`src/rtl/gmii_tx_framer.sv`:
```
// gmii_tx_framer: GMII transmit framer for the 125 MHz GTX domain.
// Wraps a valid/ready/last byte stream with preamble, SFD, optional
// minimum-size padding, CRC-32 FCS and a fixed inter-frame gap.
//
// Build option: define GMII_TX_PAD_EN to zero-pad frames shorter than
// MIN_FRAME payload bytes. Without it the PAD state logic is left out and
// every frame goes straight from DATA to FCS.
module gmii_tx_framer #(
    parameter int unsigned IFG_BYTES = 12,
    parameter int unsigned MIN_FRAME = 60
) (
    input  logic       clk_125,
    input  logic       reset,
    input  logic [7:0] in_data,
    input  logic       in_valid,
    input  logic       in_last,
    input  logic       in_err,
    output logic       in_ready,
    output logic [7:0] gm_txd,
    output logic       gm_tx_en,
    output logic       gm_tx_er,
    output logic       busy,
    output logic       frame_done
);

    typedef enum logic [2:0] {
        StIdle,
        StPre,
        StSfd,
        StData,
        StPad,
        StFcs,
        StIfg
    } state_e;

    localparam logic [7:0]  PreLast  = 8'd6;
    localparam logic [7:0]  FcsLast  = 8'd3;
    // The IDLE cycle before PRE supplies one gap cycle, so IFG covers the rest.
    localparam logic [7:0]  IfgLast  = 8'(IFG_BYTES - 1);
    localparam bit          IfgState = (IFG_BYTES > 1);
    localparam logic [31:0] CrcInit  = 32'hFFFF_FFFF;
    localparam logic [31:0] CrcPoly  = 32'hEDB8_8320;

`ifdef GMII_TX_PAD_EN
    localparam logic [10:0] MinFrameW = 11'(MIN_FRAME);
`else
    logic unused_min_frame;
    assign unused_min_frame = ^MIN_FRAME;
`endif

    state_e      state_q, state_d;
    logic [7:0]  phase_q, phase_d;
    logic [10:0] byte_cnt_q, byte_cnt_d;
    logic [10:0] byte_cnt_inc;
    logic [31:0] crc_q, crc_d;
    logic [31:0] fcs_val;
    logic [7:0]  txd_d;
    logic        tx_en_d;
    logic        tx_er_d;
    logic        frame_done_d;
    logic        xfer;

    // Reflected CRC-32, one byte per call, LSB of the byte first.
    function automatic logic [31:0] crc32_byte(input logic [31:0] crc, input logic [7:0] data);
        logic [31:0] c;
        c = crc ^ {24'h0, data};
        for (int i = 0; i < 8; i++) begin
            c = c[0] ? ((c >> 1) ^ CrcPoly) : (c >> 1);
        end
        return c;
    endfunction

    assign in_ready     = (state_q == StData);
    assign busy         = (state_q != StIdle);
    assign xfer         = in_valid & in_ready;
    assign fcs_val      = ~crc_q;
    // Byte count saturates so oversize frames cannot wrap into the pad compare.
    assign byte_cnt_inc = (byte_cnt_q == 11'h7FF) ? byte_cnt_q : byte_cnt_q + 11'd1;

    // State register.
    always_ff @(posedge clk_125) begin
        if (reset) begin
            state_q <= StIdle;
        end else begin
            state_q <= state_d;
        end
    end

    // Next-state decode.
    always_comb begin
        state_d = state_q;
        unique case (state_q)
            StIdle: begin
                if (in_valid) begin
                    state_d = StPre;
                end
            end
            StPre: begin
                if (phase_q == PreLast) begin
                    state_d = StSfd;
                end
            end
            StSfd: begin
                state_d = StData;
            end
            StData: begin
                if (xfer && in_last) begin
`ifdef GMII_TX_PAD_EN
                    state_d = (byte_cnt_inc < MinFrameW) ? StPad : StFcs;
`else
                    state_d = StFcs;
`endif
                end
            end
`ifdef GMII_TX_PAD_EN
            StPad: begin
                if (byte_cnt_inc >= MinFrameW) begin
                    state_d = StFcs;
                end
            end
`endif
            StFcs: begin
                if (phase_q == FcsLast) begin
                    state_d = IfgState ? StIfg : StIdle;
                end
            end
            StIfg: begin
                if (phase_q >= IfgLast) begin
                    state_d = StIdle;
                end
            end
            default: begin
                state_d = StIdle;
            end
        endcase
    end

    // Output and datapath next values; everything below lands in registers.
    always_comb begin
        txd_d        = 8'h00;
        tx_en_d      = 1'b0;
        tx_er_d      = 1'b0;
        frame_done_d = 1'b0;
        crc_d        = crc_q;
        byte_cnt_d   = byte_cnt_q;

        // Phase counter restarts on every state change; IFG starts at 1
        // because the following IDLE cycle is also part of the gap.
        if (state_d != state_q) begin
            phase_d = (state_d == StIfg) ? 8'd1 : 8'd0;
        end else begin
            phase_d = phase_q + 8'd1;
        end

        unique case (state_q)
            StIdle: begin
                phase_d = (state_d == StPre) ? 8'd0 : phase_q;
            end
            StPre: begin
                txd_d   = 8'h55;
                tx_en_d = 1'b1;
            end
            StSfd: begin
                txd_d      = 8'hD5;
                tx_en_d    = 1'b1;
                crc_d      = CrcInit;
                byte_cnt_d = 11'd0;
            end
            StData: begin
                tx_en_d = 1'b1;
                if (xfer) begin
                    txd_d      = in_data;
                    tx_er_d    = in_err;
                    crc_d      = crc32_byte(crc_q, in_data);
                    byte_cnt_d = byte_cnt_inc;
                end else begin
                    // Underrun: keep the carrier up but poison the frame.
                    txd_d   = 8'h00;
                    tx_er_d = 1'b1;
                end
            end
`ifdef GMII_TX_PAD_EN
            StPad: begin
                txd_d      = 8'h00;
                tx_en_d    = 1'b1;
                crc_d      = crc32_byte(crc_q, 8'h00);
                byte_cnt_d = byte_cnt_inc;
            end
`endif
            StFcs: begin
                tx_en_d = 1'b1;
                unique case (phase_q[1:0])
                    2'd0:    txd_d = fcs_val[7:0];
                    2'd1:    txd_d = fcs_val[15:8];
                    2'd2:    txd_d = fcs_val[23:16];
                    default: txd_d = fcs_val[31:24];
                endcase
                frame_done_d = (phase_q == FcsLast);
            end
            StIfg: begin
                tx_en_d = 1'b0;
            end
            default: begin
                tx_en_d = 1'b0;
            end
        endcase
    end

    // Registered GMII outputs, CRC and counters.
    always_ff @(posedge clk_125) begin
        if (reset) begin
            gm_txd     <= 8'h00;
            gm_tx_en   <= 1'b0;
            gm_tx_er   <= 1'b0;
            frame_done <= 1'b0;
            crc_q      <= CrcInit;
            byte_cnt_q <= 11'd0;
            phase_q    <= 8'd0;
        end else begin
            gm_txd     <= txd_d;
            gm_tx_en   <= tx_en_d;
            gm_tx_er   <= tx_er_d;
            frame_done <= frame_done_d;
            crc_q      <= crc_d;
            byte_cnt_q <= byte_cnt_d;
            phase_q    <= phase_d;
        end
    end

endmodule

```
`config.mk`:
```
export PLATFORM = sky130hd
export DESIGN_NAME = gmii_tx_framer
export DESIGN_NICKNAME = d
export VERILOG_FILES = /design/src/rtl/gmii_tx_framer.sv
export SDC_FILE = /design/constraint.sdc
export NUM_CORES = 1
export LEC_CHECK = 0
export BUFFER_PORTS_ARGS = -buffer_cell sky130_fd_sc_hd__buf_2
export CAP_MARGIN = 20
export CORE_MARGIN = 2
export CORE_UTILIZATION = 65
export CTS_BUF_LIST = sky130_fd_sc_hd__clkbuf_8
export DETAILED_ROUTE_END_ITERATION = 16
export PLACE_DENSITY_LB_ADDON = 0.15
export REMOVE_ABC_BUFFERS = 1
export SYNTH_ARGS = -nofsm -noshare
export SYNTH_HDL_FRONTEND = slang
export SYNTH_SLANG_ARGS = --single-unit
```
`constraint.sdc`:
```
create_clock -name clk_125 -period 3.2 [get_ports clk_125]
set_input_delay 0.48 -clock clk_125 [delete_from_list [all_inputs] [get_ports clk_125]]
set_output_delay 0.48 -clock clk_125 [all_outputs]
set_load 0.01 [all_outputs]
```
==> results of run 1 <==
## critical path, cell delays in order, from the launching register on
cell      delay [ns]
dfxtp_1         0.59
nand2_1         0.20
or2_2           0.37
clkinv_1        0.16
nand2_1         0.32
buf_4           0.32
o22ai_1         0.16
nand2b_1        0.09
## path summary, 6_finish.rpt
path         slack, ns  cells past startpoint        end       start
max               0.88                      7   crc_q[7]  state_q[1]
min               0.43                      3   gm_tx_er      in_err
max reg2reg       0.88                      7   crc_q[7]  state_q[1]
min reg2reg       0.53                      1  crc_q[27]   crc_q[27]
## placed cells by master (no fill, tap or decap), types with 4 or more instances in the layout
master    instances
o221ai_1          8
nand3_1           4
nor2b_1           4
a211o_1           7
o22a_1            4
nand2b_1         32
xnor2_2           6
buf_4             4
o21ai_0          10
a21oi_1          20
o22ai_1          23
nor3_1            7
dfxtp_1          54
xnor2_1          54
xor2_1            8
ha_1              5
inv_1             9
o2111a_1          4
nand2_1          24
buf_2            25
nor2_1           20
xnor2_4           6
clkbuf_8          5
## area by class of cell
cell class / instances / area (µm²) / area share, %
clock inverters: 3 / 25.0 / 0.695
well taps: 70 / 87.6 / 2.43
multi-input cells: 282 / 2150 / 59.6
clock buffers: 5 / 68.8 / 1.91
repair buffers: 29 / 155 / 4.31
inverters: 10 / 37.5 / 1.04
flip-flops and latches: 54 / 1080 / 30.0
## cells by family (layout without fill, tap and decap cells)
logic type	count (synthesis)	after routing	share of synthesized area, %
simple gates	108	108	17.1
fa+ha+maj	5	5	1.88
buf+inv	29	47	3.38
compound gates	93	93	19.5
flops	54	54	32.4
xor+xnor	76	76	25.7
## where the power goes
part | internal, mW | switching [mW] | total [mW]
Clock | 0.159 | 0.246 | 0.404
Sequential | 0.676 | 0.00668 | 0.683
Combinational | 0.126 | 0.152 | 0.278
Total | 0.961 | 0.404 | 1.37
## registers in the layout, indices dropped and copies added, names as in the netlist
register    cells
crc_q          32
gm_txd          8
phase_q         8
state_q         3
frame_done      1
gm_tx_en        1
gm_tx_er        1
## synthesized netlist by cell type (2+ instances only)
library cell   n  area (µm²)
dfxtp_1       54        1080
o211ai_1       2        15.0
xnor2_2        6        97.6
ha_1           5        62.6
a211o_1        7        61.3
nor3_1         7        35.0
or2_2          3        18.8
nor2_1        20        75.1
o221ai_1       8        70.1
xnor2_1       54         473
buf_2          3        15.0
nor4b_1        2        17.5
clkbuf_1      16        60.1
o22ai_1       23         144
a211oi_1       3        22.5
xor2_1         8        70.1
nand3b_1       2        15.0
nand2_1       24        90.1
a21oi_1       21         105
o2111a_1       4        45.0
xnor2_4        6         165
nor2b_1        4        25.0
nand3_1        4        20.0
o22a_1         4        35.0
nand2b_1      32         200
o21bai_1       2        15.0
o21ai_0       10        50.1
inv_1          9        33.8
nor4_1         3        18.8
## layer usage
| layer | global-route usage, % | part of all wire (%) | routed length (µm) |
|---|---|---|---|
| met5 | 0 | 0 | 0 |
| met4 | 11.3 | 1.6 | 126 |
| met3 | 5.56 | 7.2 | 553 |
| met2 | 41.3 | 44 | 3390 |
| met1 | 41.5 | 47 | 3660 |
## stage by stage
step	area, µm²	worst slack (ns)
floorplan	3260	0.233
finish	3600	0.878
global placement	3510	0.869
detailed placement	3510	0.883
global route	3600	0.747
CTS	3600	0.942
==> impl_metrics.xml, run 1 <==
<?xml version="1.0" encoding="UTF-8"?>
<metrics>
  <group name="sta">
    <metric name="drv_slew" unit="">0</metric>
    <metric name="finalHoldWorstSlack" unit="ns">0.430</metric>
    <metric name="finalClockSkew" unit="ns">0.00485</metric>
    <metric name="max_freq" unit="MHz">431</metric>
    <metric name="final-setup-viol-count" unit="">0</metric>
    <metric name="timing.max_slew.rel_slack" unit="%">53.8</metric>
    <metric name="finalCriticalPeriod" unit="ns">2.32</metric>
    <metric name="final_hold_viol_count" unit="">0</metric>
    <metric name="tightestPinTransition" unit="ns">0.687</metric>
    <metric name="rsz_0062_raised_after_global_routing" unit="">no</metric>
    <metric name="period_share" unit="%">72.6</metric>
    <metric name="fin_tns_setup" unit="ns">0</metric>
  </group>
  <group name="grt">
    <metric name="globalRouteTotalUtil" unit="%">28.4</metric>
    <metric name="grt.overflow.total" unit="">0</metric>
    <metric name="grt_pass1_vias" unit="">2398</metric>
    <metric name="first_pass_grt_wire_length" unit="mm">12.1</metric>
    <metric name="pin_count_of_the_biggest_net_entering_global_routing" unit="">35</metric>
    <metric name="antenna_found_initial" unit="">0</metric>
  </group>
  <group name="die">
    <metric name="dieWidth" unit="µm">75.6</metric>
    <metric name="floorplan.core_area" unit="µm²">5040</metric>
    <metric name="die_y" unit="µm">75.6</metric>
    <metric name="floorplan.initialDensity" unit="%">66.2</metric>
    <metric name="dieArea" unit="µm²">5720</metric>
    <metric name="rows" unit="">26</metric>
    <metric name="io_pins" unit="">26</metric>
  </group>
  <group name="logic_synthesis">
    <metric name="ys_dominant_reg_cell" unit="">dfxtp_1</metric>
    <metric name="synthesized_area_per_cell" unit="µm²">9.14</metric>
    <metric name="synth_seq_cells" unit="">54</metric>
    <metric name="synth.lib_cells_used.distinct" unit="">48</metric>
    <metric name="synthesis.instances" unit="">365</metric>
    <metric name="seq_area_frac_synth" unit="%">32.4</metric>
    <metric name="synth.cell_area" unit="µm²">3340</metric>
    <metric name="synthArstFlopShare" unit="%">0</metric>
    <metric name="synth_edf_count" unit="">0</metric>
    <metric name="yosys_warnings" unit="">0</metric>
  </group>
  <group name="power_and_ir_drop">
    <metric name="power.ir.vdd_worst" unit="µV">295</metric>
    <metric name="leakagePower" unit="nW">1.30</metric>
    <metric name="power.total" unit="mW">1.37</metric>
    <metric name="pwr_density_cell" unit="nW/µm²">379</metric>
  </group>
  <group name="routing">
    <metric name="drt_first_pass_iters" unit="">7</metric>
    <metric name="wire_per_inst" unit="µm">17.0</metric>
    <metric name="drt-initial-drc-count" unit="">237</metric>
    <metric name="wirelength" unit="mm">7.72</metric>
    <metric name="detail-route-antenna-nets" unit="">0</metric>
    <metric name="avgViaCountPerCell" unit="">5.94</metric>
    <metric name="vias" unit="">2692</metric>
    <metric name="remaining_drc_errors" unit="">0</metric>
  </group>
  <group name="placed_design">
    <metric name="post-dp-hpwl" unit="mm">5.47</metric>
    <metric name="gpl_wtd_cong" unit="">0.918</metric>
    <metric name="buffer_ports.inserted" unit="">25</metric>
    <metric name="dpl.cell_count" unit="">445</metric>
  </group>
  <group name="finish">
    <metric name="drive_above_1_share" unit="%">14.9</metric>
    <metric name="final_core_utilization" unit="%">71.4</metric>
    <metric name="synthToLayoutAreaGrowth" unit="%">7.95</metric>
    <metric name="final_nets" unit="">400</metric>
    <metric name="final_cells" unit="">453</metric>
    <metric name="antenna_cell_count" unit="">0</metric>
    <metric name="fillerInstances" unit="">398</metric>
  </group>
  <group name="worst_setup_path">
    <metric name="crit_required" unit="ns">3.41</metric>
    <metric name="cp-start-kind" unit="">flip-flop</metric>
    <metric name="critical_path.endpoint_type" unit="">flip-flop</metric>
    <metric name="timing.critical_path.arrival" unit="ns">2.53</metric>
    <metric name="critical_path_peak_fanout" unit="">15</metric>
    <metric name="criticalPathCategory" unit="">flip-flop to flip-flop</metric>
  </group>
  <group name="clock_tree">
    <metric name="cts_buffer_depth" unit="">2</metric>
    <metric name="cts_buffers" unit="">5</metric>
    <metric name="cts_resized" unit="">0</metric>
    <metric name="clock_insertion_delay_worst_skew" unit="ns">0.32</metric>
    <metric name="htreeDepth" unit="">2</metric>
    <metric name="cts_setup_buffers" unit="">0</metric>
    <metric name="post_cts_hold_fix_bufs" unit="">0</metric>
    <metric name="clock_transition_at_the_registers_of_the_reported_paths" unit="ns">0.10</metric>
    <metric name="cts_root_buf" unit="">clkbuf_8</metric>
    <metric name="clock_sink_count" unit="">54</metric>
    <metric name="cts_tree" unit="">built</metric>
  </group>
  <group name="hold_path">
    <metric name="min_path_type" unit="">primary input to flip-flop</metric>
  </group>
  <group name="job">
    <metric name="timing.max_cap.violations" unit="">0</metric>
  </group>
  <group name="run_status">
    <metric name="status" unit="">completed</metric>
  </group>
</metrics>
Power figures use the tool's default switching activity.
==> run 2: changes to the inputs <==
--- a/config.mk
+++ b/config.mk
@@ -8,7 +8,7 @@
 export BUFFER_PORTS_ARGS = -buffer_cell sky130_fd_sc_hd__buf_2
 export CAP_MARGIN = 20
 export CORE_MARGIN = 2
-export CORE_UTILIZATION = 65
+export CORE_UTILIZATION = 62
 export CTS_BUF_LIST = sky130_fd_sc_hd__clkbuf_8
 export DETAILED_ROUTE_END_ITERATION = 16
 export PLACE_DENSITY_LB_ADDON = 0.15
==> constraint.sdc (replaced) <==
create_clock -name clk_125 -period 2.19 [get_ports clk_125]
set_input_delay 0.3285 -clock clk_125 [delete_from_list [all_inputs] [get_ports clk_125]]
set_output_delay 0.3285 -clock clk_125 [all_outputs]
set_load 0.01 [all_outputs]
==> impl_metrics.xml, run 2 (same netlist as run 1, synthesis figures left out) <==
<?xml version="1.0" encoding="UTF-8"?>
<metrics>
  <group name="worst_setup_path">
    <metric name="critical_path.endpoint" unit="">phase_q[5]</metric>
    <metric name="cp_num_cells" unit="">6</metric>
    <metric name="critical_path_buf_inv_count" unit="">0</metric>
    <metric name="r2r_cells" unit="">6</metric>
    <metric name="critical_path.endpoint_type" unit="">flip-flop</metric>
    <metric name="timing.rr.start" unit="">phase_q[4]</metric>
    <metric name="criticalPathCategory" unit="">flip-flop to flip-flop</metric>
    <metric name="timing.critical_path.arrival" unit="ns">2.38</metric>
    <metric name="cp_slowest_cell" unit="">or4_4</metric>
    <metric name="critical_path_peak_fanout" unit="">8</metric>
    <metric name="worst_r2r_endpoint" unit="">phase_q[5]</metric>
    <metric name="crit_start" unit="">phase_q[4]</metric>
    <metric name="cp_slowest_stage_delay" unit="ns">0.56</metric>
    <metric name="crit_required" unit="ns">2.44</metric>
    <metric name="crit_family" unit="">compound AO/OA/AOI/OAI gates</metric>
    <metric name="internal_reg_to_reg_setup_slack" unit="ns">0.06</metric>
    <metric name="critical_path.cell_chain" unit="">or4_4 &gt; a211oi_2 &gt; o22ai_2 &gt; a211oi_4 &gt; o2bb2a_1 &gt; o31ai_1</metric>
    <metric name="cp-start-kind" unit="">flip-flop</metric>
  </group>
  <group name="routing">
    <metric name="wirelength" unit="mm">8.04</metric>
    <metric name="route.layer.met1.wl" unit="mm">3.74</metric>
    <metric name="wire_per_inst" unit="µm">17.0</metric>
    <metric name="uppermost_layer_routed" unit="">met4</metric>
    <metric name="detail-route-antenna-nets" unit="">0</metric>
    <metric name="routed_wl_met2" unit="mm">3.66</metric>
    <metric name="drt_first_pass_iters" unit="">4</metric>
    <metric name="drt-initial-drc-count" unit="">228</metric>
    <metric name="avgViaCountPerCell" unit="">5.86</metric>
    <metric name="met3RoutedLength" unit="µm">517</metric>
    <metric name="remaining_drc_errors" unit="">0</metric>
    <metric name="vias" unit="">2766</metric>
  </group>
  <group name="finish">
    <metric name="final_nets" unit="">420</metric>
    <metric name="largest_register_ff_count" unit="">32</metric>
    <metric name="drive_above_1_share" unit="%">19.4</metric>
    <metric name="register_with_the_highest_flop_count" unit="">crc_q</metric>
    <metric name="ff_latch_area" unit="µm²">1080</metric>
    <metric name="biggestRegsByFlops" unit="">crc_q: 32 flops, gm_txd: 8 flops, phase_q: 8 flops</metric>
    <metric name="postLayoutCellArea" unit="µm²">3750</metric>
    <metric name="antenna_cell_count" unit="">0</metric>
    <metric name="fillerInstances" unit="">418</metric>
    <metric name="final_cell_mix" unit="">54 x xnor2_1, 54 x dfxtp_1, 32 x nand2b_1</metric>
    <metric name="multi_input_comb_area" unit="µm²">2160</metric>
    <metric name="synthToLayoutAreaGrowth" unit="%">12.5</metric>
  </group>
  <group name="sta">
    <metric name="final-setup-viol-count" unit="">0</metric>
    <metric name="finalCriticalPeriod" unit="ns">2.13</metric>
    <metric name="finalClockSkew" unit="ns">0.00632</metric>
    <metric name="period_share" unit="%">97.4</metric>
    <metric name="final_hold_viol_count" unit="">0</metric>
    <metric name="max_freq" unit="MHz">469</metric>
    <metric name="drv_slew" unit="">0</metric>
    <metric name="tightestPinTransition" unit="ns">0.609</metric>
    <metric name="timing.max_slew.rel_slack" unit="%">59.1</metric>
  </group>
  <group name="die">
    <metric name="floorplan.initialDensity" unit="%">64.9</metric>
    <metric name="rows" unit="">26</metric>
    <metric name="dieArea" unit="µm²">5980</metric>
    <metric name="die_y" unit="µm">77.4</metric>
    <metric name="floorplan.core_area" unit="µm²">5140</metric>
    <metric name="dieWidth" unit="µm">77.4</metric>
    <metric name="io_pins" unit="">26</metric>
  </group>
  <group name="clock_tree">
    <metric name="clock_insertion_delay_worst_skew" unit="ns">0.32</metric>
    <metric name="clock_transition_at_the_registers_of_the_reported_paths" unit="ns">0.10</metric>
    <metric name="post_cts_hold_fix_bufs" unit="">0</metric>
    <metric name="htreeDepth" unit="">2</metric>
    <metric name="cts_buffers" unit="">5</metric>
    <metric name="cts_tree" unit="">built</metric>
    <metric name="cts_root_buf" unit="">clkbuf_8</metric>
    <metric name="clock_sink_count" unit="">54</metric>
    <metric name="cts_buffer_depth" unit="">2</metric>
  </group>
  <group name="placed_design">
    <metric name="post_dp_cell_area" unit="µm²">3630</metric>
    <metric name="post-dp-hpwl" unit="mm">5.75</metric>
    <metric name="buffer_ports.inserted" unit="">25</metric>
    <metric name="gpl_wtd_cong" unit="">0.912</metric>
  </group>
  <group name="hold_path">
    <metric name="holdCritStartpoint" unit="">in_err</metric>
    <metric name="min_path_type" unit="">primary input to flip-flop</metric>
  </group>
  <group name="power_and_ir_drop">
    <metric name="share_comb_of_total_power" unit="%">22.3</metric>
    <metric name="pwr_density_cell" unit="nW/µm²">537</metric>
    <metric name="p_switching" unit="mW">0.595</metric>
    <metric name="leakagePower" unit="nW">1.40</metric>
    <metric name="p_seq_share" unit="%">49.3</metric>
    <metric name="power.total" unit="mW">2.01</metric>
    <metric name="internal_power" unit="mW">1.42</metric>
    <metric name="clkPwrFrac" unit="%">28.4</metric>
    <metric name="power.ir.vdd_worst" unit="µV">415</metric>
    <metric name="switching_share" unit="%">29.5</metric>
  </group>
  <group name="job">
    <metric name="timing.max_cap.violations" unit="">0</metric>
  </group>
  <group name="grt">
    <metric name="first_pass_grt_wire_length" unit="mm">13.4</metric>
    <metric name="pin_count_of_the_biggest_net_entering_global_routing" unit="">34</metric>
    <metric name="antenna_found_initial" unit="">0</metric>
    <metric name="grt_pass1_vias" unit="">2649</metric>
    <metric name="grt.overflow.total" unit="">0</metric>
    <metric name="globalRouteTotalUtil" unit="%">28.4</metric>
  </group>
  <group name="run_status">
    <metric name="status" unit="">completed</metric>
  </group>
</metrics>
-- run 2: cell types whose count changed in the layout (fill, tap and decap cells not counted) --
cell / before / now
clkinvlp_4: 1 / 0
nor4_1: 3 / 2
clkinv_2: 0 / 1
o22ai_1: 23 / 22
buf_4: 4 / 24
o22ai_2: 0 / 1
clkinv_4: 1 / 0
nor4_2: 0 / 1
-- run 2: worst min-delay path by stage --
stage                       endpoint  slack [ns]  cells after the start
after floorplan           state_q[2]        0.40                      1
after global placement     crc_q[27]        0.50                      1
after detailed placement  phase_q[7]        0.50                      2
after CTS                   gm_tx_er        0.27                      3
after global routing        gm_tx_er        0.28                      3
final                       gm_tx_er        0.26                      3
-- run 2: layer usage --
metal,global-route usage [%],vias to the layer above
li1,-,1353
met1,39.0,1299
met2,45.1,98
met3,5.35,16
met4,9.29,0
met5,0,-
-- run 2: final cells by class --
cell class                      instances  area share, %
Inverter                               10           1.00
Tap cell                               70           2.33
Timing Repair Buffer                   49           8.14
Clock inverter                          2          0.367
Sequential cell                        54           28.8
Multi-Input combinational cell        282           57.5
Clock buffer                            5           1.83
-- run 2: worst reg2reg max path, stage by stage (launching register included) --
cell and delay (ns):
dfxtp_1 0.38, or4_4 0.56, a211oi_2 0.23, o22ai_2 0.14
a211oi_4 0.42, o2bb2a_1 0.27, o31ai_1 0.06
-- run 2: power groups by stage --
stage	Clock, mW	Combinational [mW]	Sequential (mW)
2_1_floorplan	0	0.306	1.02
3_3_place_gp	0	0.430	1.02
3_5_place_dp	0	0.434	1.02
4_1_cts	0.570	0.437	0.993
5_1_grt	0.610	0.482	0.995
6_report	0.571	0.449	0.993
-- run 2: repair_timing --
item / 4_1_cts / 5_1_grt
endpoints found under the setup margin: 0 / 2
resized for setup: 0 / 2
buffers inserted: 0 / 3
-- run 2: per-stage QoR --
stage / TNS, ns / worst slack (ns) / util (%) / std cells / hold slack [ns]
6_report: 0 / 0.0564 / 73.0 / 472 / 0.261
5_1_grt: -0.00634 / -0.00634 / 73.0 / 472 / 0.279
4_1_cts: 0 / 0.0741 / 72.3 / 469 / 0.269
3_5_place_dp: 0 / 0.122 / 70.7 / 462 / 0.505
3_3_place_gp: 0 / 0.136 / 70.7 / 462 / 0.497
2_1_floorplan: -14.82 / -0.777 / - / 346 / 0.398
==> run 3: changes to the inputs <==
==> constraint.sdc (replaced) <==
create_clock -name clk_125 -period 2.19 [get_ports clk_125]
set_input_delay 0.438 -clock clk_125 [delete_from_list [all_inputs] [get_ports clk_125]]
set_output_delay 0.438 -clock clk_125 [all_outputs]
set_load 0.01 [all_outputs]
==> impl_metrics.xml, run 3 (same netlist as run 1, synthesis figures left out) <==
<?xml version="1.0" encoding="UTF-8"?>
<metrics>
  <group name="run_status">
    <metric name="status" unit="">completed</metric>
  </group>
  <group name="worst_setup_path">
    <metric name="worst_r2r_endpoint" unit="">phase_q[5]</metric>
    <metric name="crit_required" unit="ns">2.42</metric>
    <metric name="timing.rr.start" unit="">phase_q[5]</metric>
    <metric name="r2r_cells" unit="">6</metric>
    <metric name="critical_path_peak_fanout" unit="">7</metric>
    <metric name="internal_reg_to_reg_setup_slack" unit="ns">0.11</metric>
    <metric name="critical_path.endpoint_type" unit="">flip-flop</metric>
    <metric name="timing.critical_path.arrival" unit="ns">2.31</metric>
    <metric name="criticalPathCategory" unit="">flip-flop to flip-flop</metric>
    <metric name="cp-start-kind" unit="">flip-flop</metric>
  </group>
  <group name="routing">
    <metric name="vias" unit="">2816</metric>
    <metric name="remaining_drc_errors" unit="">0</metric>
    <metric name="wire_per_inst" unit="µm">17.4</metric>
    <metric name="avgViaCountPerCell" unit="">5.94</metric>
    <metric name="detail-route-antenna-nets" unit="">0</metric>
    <metric name="wirelength" unit="mm">8.23</metric>
    <metric name="drt-initial-drc-count" unit="">191</metric>
    <metric name="drt_first_pass_iters" unit="">6</metric>
  </group>
  <group name="grt">
    <metric name="grt.met1_usage" unit="%">40.8</metric>
    <metric name="first_pass_grt_wire_length" unit="mm">13.6</metric>
    <metric name="grt_pass1_vias" unit="">2642</metric>
    <metric name="pin_count_of_the_biggest_net_entering_global_routing" unit="">27</metric>
    <metric name="globalRouteTotalUtil" unit="%">28.7</metric>
    <metric name="grt-busiest-layer" unit="">met2</metric>
    <metric name="grt.overflow.total" unit="">0</metric>
    <metric name="global_route.usage.met2" unit="%">45.6</metric>
    <metric name="antenna_found_initial" unit="">0</metric>
    <metric name="met3_usage" unit="%">4.65</metric>
  </group>
  <group name="power_and_ir_drop">
    <metric name="share_comb_of_total_power" unit="%">21.0</metric>
    <metric name="p_seq_share" unit="%">46.4</metric>
    <metric name="switching_share" unit="%">28.0</metric>
    <metric name="leakagePower" unit="nW">1.42</metric>
    <metric name="internal_power" unit="mW">1.54</metric>
    <metric name="pwr_density_cell" unit="nW/µm²">563</metric>
    <metric name="power.ir.vdd_worst" unit="µV">461</metric>
    <metric name="clkPwrFrac" unit="%">32.6</metric>
    <metric name="p_switching" unit="mW">0.600</metric>
    <metric name="power.total" unit="mW">2.14</metric>
  </group>
  <group name="finish">
    <metric name="antenna_cell_count" unit="">0</metric>
    <metric name="drive_above_1_share" unit="%">21.0</metric>
    <metric name="biggestRegsByFlops" unit="">crc_q: 32 flops, gm_txd: 8 flops, phase_q: 8 flops</metric>
    <metric name="layout_commonest_cell" unit="">xnor2_1</metric>
    <metric name="largest_register_ff_count" unit="">32</metric>
    <metric name="register_with_the_highest_flop_count" unit="">crc_q</metric>
    <metric name="final_cell_mix" unit="">54 x xnor2_1, 51 x dfxtp_1, 32 x nand2b_1</metric>
    <metric name="synthToLayoutAreaGrowth" unit="%">14.2</metric>
    <metric name="final_nets" unit="">421</metric>
  </group>
  <group name="sta">
    <metric name="final-setup-viol-count" unit="">0</metric>
    <metric name="final_critical_path_setup_slack" unit="ns">0.112</metric>
    <metric name="tightestPinTransition" unit="ns">0.610</metric>
    <metric name="max_freq" unit="MHz">481</metric>
    <metric name="finalCriticalPeriod" unit="ns">2.08</metric>
    <metric name="period_share" unit="%">94.9</metric>
    <metric name="final_hold_viol_count" unit="">0</metric>
    <metric name="drv_slew" unit="">0</metric>
    <metric name="timing.max_slew.rel_slack" unit="%">59.4</metric>
    <metric name="finalClockSkew" unit="ns">0.0152</metric>
  </group>
  <group name="clock_tree">
    <metric name="cts_buffer_depth" unit="">2</metric>
    <metric name="clock_sink_count" unit="">54</metric>
    <metric name="cts_root_buf" unit="">clkbuf_8</metric>
    <metric name="cts_tree" unit="">built</metric>
    <metric name="clock_insertion_delay_worst_skew" unit="ns">0.32</metric>
    <metric name="clock_transition_at_the_registers_of_the_reported_paths" unit="ns">0.11</metric>
    <metric name="htreeDepth" unit="">2</metric>
    <metric name="cts_buffers" unit="">5</metric>
  </group>
  <group name="die">
    <metric name="io_pins" unit="">26</metric>
    <metric name="floorplan.initialDensity" unit="%">64.9</metric>
    <metric name="die_y" unit="µm">77.4</metric>
    <metric name="rows" unit="">26</metric>
    <metric name="dieWidth" unit="µm">77.4</metric>
    <metric name="floorplan.core_area" unit="µm²">5140</metric>
    <metric name="dieArea" unit="µm²">5980</metric>
  </group>
  <group name="hold_path">
    <metric name="cells_on_worst_hold_path" unit="">3</metric>
    <metric name="holdCritStartpoint" unit="">in_data[3]</metric>
    <metric name="min_path_type" unit="">primary input to flip-flop</metric>
    <metric name="timing.hold.worst_endpoint" unit="">gm_txd[3]</metric>
  </group>
  <group name="job">
    <metric name="timing.max_cap.violations" unit="">0</metric>
  </group>
  <group name="placed_design">
    <metric name="detailedPlace.worstSlack" unit="ns">0.0846</metric>
    <metric name="gpl_wtd_cong" unit="">0.928</metric>
    <metric name="buffer_ports.inserted" unit="">25</metric>
    <metric name="post-dp-hpwl" unit="mm">6.08</metric>
  </group>
</metrics>
==> run 3: layout make-up <==
cell class | instances | area, µm²
clock inverters | 3 | 47.5
fillers | 423 | 1330
repair buffers | 50 | 313
inverters | 10 | 37.5
flip-flops and latches | 54 | 1080
multi-input cells | 282 | 2170
well taps | 70 | 87.6
clock buffers | 5 | 68.8
==> run 3: layer usage <==
metal,wire length (µm),vias up
met4,89,0
met5,0,-
met2,3780,122
met1,3740,1328
li1,-,1357
met3,625,9
==> run 3: worst max-delay path, cell delays in order, from the launching register on <==
cell,delay [ns]
dfxtp_1,0.37
or4_4,0.56
a211oi_4,0.20
o22ai_2,0.14
a211oi_4,0.39
o2bb2a_1,0.27
o31ai_1,0.07
==> run 3: how the worst max path moves through the flow <==
stage                     depth (start not counted)        from    endpoint  slack (ns)
after floorplan                                   5  state_q[2]   crc_q[20]       -0.78
after global placement                            6  phase_q[4]  phase_q[5]        0.13
after detailed placement                          7  in_data[1]   crc_q[23]        0.08
after CTS                                         7  phase_q[0]  phase_q[5]        0.06
after global routing                              8  phase_q[0]  phase_q[5]       -0.01
final                                             6  phase_q[5]  phase_q[5]        0.11
==> run 3: metrics by stage <==
stage | instance area (µm²) | hold slack [ns] | util [%] | cells | setup TNS (ns)
finish | 3810 | 0.402 | 74.1 | 474 | 0
CTS | 3780 | 0.398 | 73.6 | 474 | 0
global placement | 3660 | 0.493 | 71.3 | 466 | 0
floorplan | 3260 | 0.475 | - | 346 | -14.82
global route | 3810 | 0.404 | 74.1 | 474 | -0.0148
detailed placement | 3660 | 0.504 | 71.3 | 466 | 0
==> run 3: repair_timing <==
action | 4_1_cts | 5_1_grt
setup buffers | 0 | 0
resized for setup | 0 | 8
hold buffers | 0 | 0
setup endpoints to repair | 0 | 6
==> run 3: power groups by stage <==
| stage | registers, mW | clock network (mW) | logic [mW] |
|---|---|---|---|
| final | 0.994 | 0.699 | 0.451 |
| after global routing | 0.995 | 0.747 | 0.479 |
| after global placement | 1.02 | 0 | 0.436 |
| after floorplan | 1.02 | 0 | 0.306 |
| after CTS | 0.993 | 0.706 | 0.445 |
| after detailed placement | 1.02 | 0 | 0.440 |
